## config.mk

```make
export PLATFORM = sky130hd
export DESIGN_NAME = icache_responder_flat
export DESIGN_NICKNAME = d
export VERILOG_FILES = /design/src/rtl/cpu_types_pkg.sv /design/src/rtl/icache_responder_if.sv /design/src/rtl/icache_frame_array.sv /design/src/rtl/icache_responder.sv /design/src/flat_wrapper.sv
export SDC_FILE = /design/constraint.sdc
export NUM_CORES = 1
export LEC_CHECK = 0
export BUFFER_PORTS_ARGS = -buffer_cell sky130_fd_sc_hd__buf_2
export CORE_ASPECT_RATIO = 0.6
export CORE_MARGIN = 2
export CORE_UTILIZATION = 30
export DETAILED_ROUTE_END_ITERATION = 8
export GPL_TIMING_DRIVEN = 0
export PLACE_DENSITY_LB_ADDON = 0.12
export REMOVE_ABC_BUFFERS = 1
export SLEW_MARGIN = 20
export SYNTH_ARGS = -nofsm -noshare
export SYNTH_HDL_FRONTEND = slang
export SYNTH_SLANG_ARGS = --single-unit
```

## constraint.sdc

```tcl
create_clock -name CLK -period 10.7 [get_ports CLK]
set_input_delay 2.14 -clock CLK [delete_from_list [all_inputs] [get_ports CLK]]
set_output_delay 2.14 -clock CLK [all_outputs]
set_load 0.005 [all_outputs]
```

## src/rtl/cpu_types_pkg.sv

```systemverilog
// Shared CPU types: machine word, instruction-cache frame layout and
// cache controller states.
package cpu_types_pkg;

   typedef logic [31:0] word_t;

   localparam int ICACHE_SETS = 16;
   // Widest tag any legal SETS (>= 2) can need.
   localparam int ICACHE_TAG_MAX = 29;

   typedef struct packed {
      logic                      valid;
      logic [ICACHE_TAG_MAX-1:0] tag;
      word_t                     data;
   } icache_frame_t;

   typedef enum logic {
      IDLE,
      FETCH
   } icache_state_t;

endpackage

```

## src/rtl/icache_responder_if.sv

```systemverilog
// Fetch-side and memory-side signals of the instruction cache.
// The slave modport is the cache; master is datapath plus memory.
interface icache_responder_if;
   import cpu_types_pkg::*;

   logic  imemREN;
   word_t imemaddr;
   logic  halt;
   logic  ihit;
   word_t imemload;
   logic  iwait;
   word_t iload;
   logic  iREN;
   word_t iaddr;

   modport master (
      output imemREN, imemaddr, halt, iwait, iload,
      input  ihit, imemload, iREN, iaddr
   );

   modport slave (
      input  imemREN, imemaddr, halt, iwait, iload,
      output ihit, imemload, iREN, iaddr
   );

endinterface

```

## src/rtl/icache_frame_array.sv

```systemverilog
// Direct-mapped frame storage: one combinational read port, one
// synchronous write port; only valid bits are reset.
module icache_frame_array
   import cpu_types_pkg::*;
#(
   parameter int SETS = ICACHE_SETS,
   localparam int IDX_W = $clog2(SETS)
) (
   input  logic             CLK,
   input  logic             nRST,
   input  logic [IDX_W-1:0] ridx,
   output icache_frame_t    rframe,
   input  logic             wen,
   input  logic [IDX_W-1:0] widx,
   input  icache_frame_t    wframe
);

   logic [SETS-1:0]           valid;
   logic [ICACHE_TAG_MAX-1:0] tags [SETS];
   word_t                     data [SETS];

   always_ff @(posedge CLK) begin
      if (!nRST) begin
         valid <= '0;
      end else if (wen) begin
         valid[widx] <= wframe.valid;
      end
   end

   always_ff @(posedge CLK) begin
      if (wen) begin
         tags[widx] <= wframe.tag;
         data[widx] <= wframe.data;
      end
   end

   always_comb begin
      rframe.valid = valid[ridx];
      rframe.tag   = tags[ridx];
      rframe.data  = data[ridx];
   end

endmodule

```

## src/rtl/icache_responder.sv

```systemverilog
// Direct-mapped I-cache: zero-latency hits, blocking single-word fills.
// Define ICACHE_STATS_EN to add saturating hit/miss counter ports.
module icache_responder
   import cpu_types_pkg::*;
#(
   parameter int    SETS    = ICACHE_SETS,
   parameter word_t PC_INIT = '0
) (
   input  logic               CLK,
   input  logic               nRST,
   icache_responder_if.slave  cif
`ifdef ICACHE_STATS_EN
   ,
   output word_t              hit_count,
   output word_t              miss_count
`endif
);

   localparam int IDX_W = $clog2(SETS);
   localparam int TAG_W = 32 - IDX_W - 2;

   if (SETS < 2 || (SETS & (SETS - 1)) != 0 ||
       PC_INIT[1:0] != 2'b00) begin : g_cfg_err
      $error("icache_responder: bad SETS or PC_INIT");
   end

   icache_state_t    state;
   icache_state_t    next_state;
   word_t            miss_addr;
   logic [IDX_W-1:0] ridx;
   logic [IDX_W-1:0] widx;
   logic [TAG_W-1:0] rtag;
   icache_frame_t    rframe;
   icache_frame_t    wframe;
   logic             hit;
   logic             fill;
   logic             miss_go;
   logic             unused_lsb;

   assign ridx       = cif.imemaddr[IDX_W+1:2];
   assign rtag       = cif.imemaddr[31:IDX_W+2];
   assign widx       = miss_addr[IDX_W+1:2];
   assign unused_lsb = ^cif.imemaddr[1:0];

   assign hit = cif.imemREN & rframe.valid &
                (rframe.tag == ICACHE_TAG_MAX'(rtag));

   assign wframe = '{
      valid: 1'b1,
      tag:   ICACHE_TAG_MAX'(miss_addr[31:IDX_W+2]),
      data:  cif.iload
   };

   icache_frame_array #(.SETS(SETS)) u_frames (
      .CLK    (CLK),
      .nRST   (nRST),
      .ridx   (ridx),
      .rframe (rframe),
      .wen    (fill),
      .widx   (widx),
      .wframe (wframe)
   );

   always_ff @(posedge CLK) begin
      if (!nRST) begin
         state     <= IDLE;
         miss_addr <= '0;
      end else begin
         state <= next_state;
         if (miss_go) begin
            miss_addr <= {cif.imemaddr[31:2], 2'b00};
         end
      end
   end

   // Outputs are forced quiet while nRST is held, even mid-fill.
   always_comb begin
      next_state   = state;
      cif.ihit     = 1'b0;
      cif.imemload = '0;
      cif.iREN     = 1'b0;
      cif.iaddr    = '0;
      miss_go      = 1'b0;
      fill         = 1'b0;
      if (nRST) begin
         unique case (state)
            IDLE: begin
               if (hit) begin
                  cif.ihit     = 1'b1;
                  cif.imemload = rframe.data;
               end else if (cif.imemREN && !cif.halt) begin
                  miss_go    = 1'b1;
                  next_state = FETCH;
               end
            end
            FETCH: begin
               cif.iREN  = 1'b1;
               cif.iaddr = miss_addr;
               if (!cif.iwait) begin
                  fill       = 1'b1;
                  next_state = IDLE;
               end
            end
         endcase
      end
   end

`ifdef ICACHE_STATS_EN
   always_ff @(posedge CLK) begin
      if (!nRST) begin
         hit_count  <= '0;
         miss_count <= '0;
      end else if (!cif.halt) begin
         if (cif.ihit && hit_count != '1) begin
            hit_count <= hit_count + 32'd1;
         end
         if (miss_go && miss_count != '1) begin
            miss_count <= miss_count + 32'd1;
         end
      end
   end
`endif

endmodule

```

## src/flat_wrapper.sv

```systemverilog
// flat-port wrapper written by rule: the top's interface ports become plain ports
module icache_responder_flat import cpu_types_pkg::*;
#(
   parameter int    SETS    = ICACHE_SETS,
   parameter word_t PC_INIT = '0
)
  (CLK, nRST, cif_imemREN, cif_imemaddr, cif_halt, cif_iwait, cif_iload, cif_ihit, cif_imemload, cif_iREN, cif_iaddr);
  icache_responder_if cif_i ();
  input  logic CLK;
  input  logic nRST;
  input wire logic [$bits(cif_i.imemREN)-1:0] cif_imemREN;
  input wire logic [$bits(cif_i.imemaddr)-1:0] cif_imemaddr;
  input wire logic [$bits(cif_i.halt)-1:0] cif_halt;
  input wire logic [$bits(cif_i.iwait)-1:0] cif_iwait;
  input wire logic [$bits(cif_i.iload)-1:0] cif_iload;
  output wire logic [$bits(cif_i.ihit)-1:0] cif_ihit;
  output wire logic [$bits(cif_i.imemload)-1:0] cif_imemload;
  output wire logic [$bits(cif_i.iREN)-1:0] cif_iREN;
  output wire logic [$bits(cif_i.iaddr)-1:0] cif_iaddr;
  assign cif_i.imemREN = cif_imemREN;
  assign cif_i.imemaddr = cif_imemaddr;
  assign cif_i.halt = cif_halt;
  assign cif_i.iwait = cif_iwait;
  assign cif_i.iload = cif_iload;
  assign cif_ihit = cif_i.ihit;
  assign cif_imemload = cif_i.imemload;
  assign cif_iREN = cif_i.iREN;
  assign cif_iaddr = cif_i.iaddr;
  icache_responder #(.SETS(SETS), .PC_INIT(PC_INIT)) u_core (.CLK(CLK), .nRST(nRST), .cif(cif_i));
endmodule
```

==> flow_metrics.env <==
export IMPL_cts_tree="yes"
export IMPL_start_util_pct=30.4
export IMPL_rows=102
export IMPL_dpl_cell_area_mm2=0.0439
export IMPL_ctsResizeCount=0
export IMPL_critPathMaxFanout=75
export IMPL_crit_arrival_ps=7660
export IMPL_final_cell_mix="edfxtp_1, mux4_2, buf_2, clkbuf_16, mux2i_1"
export IMPL_fin_skew_ps=28.2
export IMPL_crit_path_start_kind="input pin"
export IMPL_cts_root_buf="clkbuf_16"
export IMPL_layout_commonest_cell="edfxtp_1"
export IMPL_fp_dieW_um=471
export IMPL_critical_path_class="input pin to primary output"
export IMPL_final_core_util_pct=36.3
export IMPL_cpMaxStageDelayCell="xnor2_1"
export IMPL_ys_async_sr_fraction_pct=0
export IMPL_clock_fmax_mhz=102
export IMPL_dieArea_mm2=0.134
export IMPL_clock_latency_ps=680
export IMPL_io_buffers=130
export IMPL_period_share_pct=91.6
export IMPL_cts_made_buffers=98
export IMPL_ys_seq_area_share_pct=73.3
export IMPL_drtIter0Drc=1704
export IMPL_grt_usage_pct=16.4
export IMPL_critPathBufInv=6
export IMPL_period_needed_ps=9800
export IMPL_gp_congestion=0.703
export IMPL_status="finished, final reports clean"
export IMPL_synth_xor_area_share_pct=0.713
export IMPL_worstMarginPinSlew_ps=787
export IMPL_num_vias=19800
export IMPL_drv_cap=0
export IMPL_setup_viol=0
export IMPL_rsz0062_at_grt="no"
export IMPL_hold_viol=0
export IMPL_core_region_area_mm2=0.130
export IMPL_yosysWarnings=0
export IMPL_dp_hpwl_mm=71.9
export IMPL_slew_viol_final=0
export IMPL_timing_rr_start="u_core.u_frames.tags[7][17]"
export IMPL_synthAdderAreaFrac_pct=0
export IMPL_routedWlPerCell_um=28.0
export IMPL_grt_overflow_total=0
export IMPL_synth_area_mux_share_pct=16.0
export IMPL_worst_slew_margin_rel_pct=47.4
export IMPL_vias_per_cell=5.03
export IMPL_cp_top_family="buffers and inverters"
export IMPL_io_pins=135
export IMPL_synth_distinct_cells=61
export IMPL_grt_start_max_net_pins=76
export IMPL_cpMostUsedCell="buf_16"
export IMPL_hold_path_class="flip-flop to flip-flop"
export IMPL_cp_required_ps=8560
export IMPL_yosys_register_bits=975
export IMPL_post_cts_buffers=0
export IMPL_drc=0
export IMPL_cp_cell_sequence="buf_8 > buf_16 > buf_16 > buf_16 > mux4_2 > mux4_2 > xnor2_1 > nand2_1 > nor4_2 > nand4_4 > buf_12 > nor3b_2 > buf_2"
export IMPL_syn_area_mm2=0.0393
export IMPL_ant_nets=0
export IMPL_htree_num_levels=3
export IMPL_synth_simple_gate_area_share_pct=3.65
export IMPL_critPathMaxStageDelay_ps=610
export IMPL_grt_pass1_vias=20800
export IMPL_clkTransAtPathRegs_ps=60
export IMPL_finalNetCount=2201
export IMPL_clock_sinks=975
export IMPL_ys_flop_type="edfxtp_1"
export IMPL_min_delay_start="u_core.u_frames.valid[9]"
export IMPL_endpoint_kind="primary output"
export IMPL_syn_avg_cell_area_um2=21.0
export IMPL_startpoint="cif_imemaddr[4]"
export IMPL_synth_compound_area_share_pct=4.53
export IMPL_ir_drop_mv=0.129
export IMPL_syn_inst=1870
export IMPL_ctsHoldBuffers=0
export IMPL_antenna_found_initial=12
export IMPL_cts_buffer_depth=3
export IMPL_power_density_mw_per_mm2=172
export IMPL_postRouteWirelength_mm=110
export IMPL_area_growth_syn_to_layout_pct=19.7
export IMPL_design_area_mm2=0.0471
export IMPL_grt_pass1_wl_mm=157
export IMPL_die_h_um=284
export IMPL_synth_edf_count=928
export IMPL_p_leak_nw=15.1
export IMPL_drtPass1Iterations=4
export IMPL_drive_above_1_share_pct=36.0
export IMPL_synth_top_family_by_area="multiplexers"
-- sequential cells by signal, indices dropped and copies added, names as in the netlist --
register,count
u_core.miss_addr,30
u_core.u_frames.tags,416
u_core.u_frames.data,512
u_core.state,1
u_core.u_frames.valid,16
-- kinds of logic after synthesis --
group,count (synthesis)
flops,975
buf+inv,125
other cells,1
simple gates,226
compound gates,182
xor+xnor,32
mux,329
-- final cells by class --
type | instances | area [µm²]
multi-input cells | 771 | 9960
clock buffers | 129 | 2690
diodes | 4 | 10.0
repair buffers | 284 | 2930
clock inverters | 53 | 513
fillers | 11900 | 82500
well taps | 1716 | 2150
flip-flops and latches | 975 | 28800
inverters | 2 | 12.5
-- where the power goes --
group | total, mW | leakage, nW | internal (mW) | switching [mW]
clock network | 3.47 | 1.57 | 2.01 | 1.46
registers | 4.23 | 8.48 | 4.19 | 0.0338
logic | 0.386 | 5.07 | 0.171 | 0.214
total | 8.08 | 15.1 | 6.37 | 1.71
-- cell usage after synthesis, types with 4 or more instances --
cell | n | share of area [%]
o21ai_0 | 34 | 0.43
mux2_2 | 8 | 0.23
buf_4 | 17 | 0.32
xor2_1 | 11 | 0.25
mux4_2 | 239 | 14
nand3_1 | 4 | 0.051
o211ai_1 | 4 | 0.076
clkbuf_1 | 58 | 0.55
nor3_1 | 10 | 0.13
mux2i_1 | 81 | 2.1
nor3b_2 | 29 | 0.92
edfxtp_1 | 928 | 71
a211oi_1 | 4 | 0.076
a221oi_1 | 7 | 0.16
a2bb2oi_2 | 30 | 1.1
nand2b_1 | 12 | 0.19
o22ai_1 | 5 | 0.080
nand2_1 | 51 | 0.49
buf_2 | 25 | 0.32
nor2b_1 | 8 | 0.13
a22o_1 | 4 | 0.089
dfxtp_1 | 47 | 2.4
o21a_1 | 16 | 0.31
and3_1 | 64 | 1.0
o311ai_2 | 30 | 1.2
nand3b_1 | 5 | 0.095
a21oi_1 | 11 | 0.14
nor3b_1 | 7 | 0.13
nor2_1 | 21 | 0.20
a22oi_1 | 16 | 0.31
buf_6 | 20 | 0.57
xnor2_1 | 21 | 0.47
-- through the flow --
stage / setup TNS (ps) / hold WS [ps] / setup slack, ps / std cells / total power [mW]
2_1_floorplan: 0 / 435 / 2350 / 1748 / 4.49
3_3_place_gp: -3790410 / 441 / -7530 / 3594 / 4.72
3_5_place_dp: 0 / 452 / 965 / 3748 / 4.70
4_1_cts: 0 / 467 / 942 / 3930 / 8.19
5_1_grt: 0 / 475 / 675 / 3933 / 8.35
6_report: 0 / 464 / 899 / 3934 / 8.08
-- metal layers --
| layer | up-vias | track usage, % | wire length, µm |
|---|---|---|---|
| li1 | 8406 | - | - |
| met1 | 10800 | 23.1 | 50500 |
| met2 | 469 | 26.2 | 52100 |
| met3 | 153 | 3.25 | 5120 |
| met4 | 6 | 3.78 | 2410 |
| met5 | - | 0 | 36 |
-- path summary, 6_finish.rpt --
kind,to,cells past startpoint,slack [ps]
min,u_core.u_frames.valid[9],1,460
max,cif_imemload[14],13,900
min reg2reg,u_core.u_frames.valid[9],1,460
max reg2reg,u_core.miss_addr[9],10,6580
(Power assumes the default switching activity.)
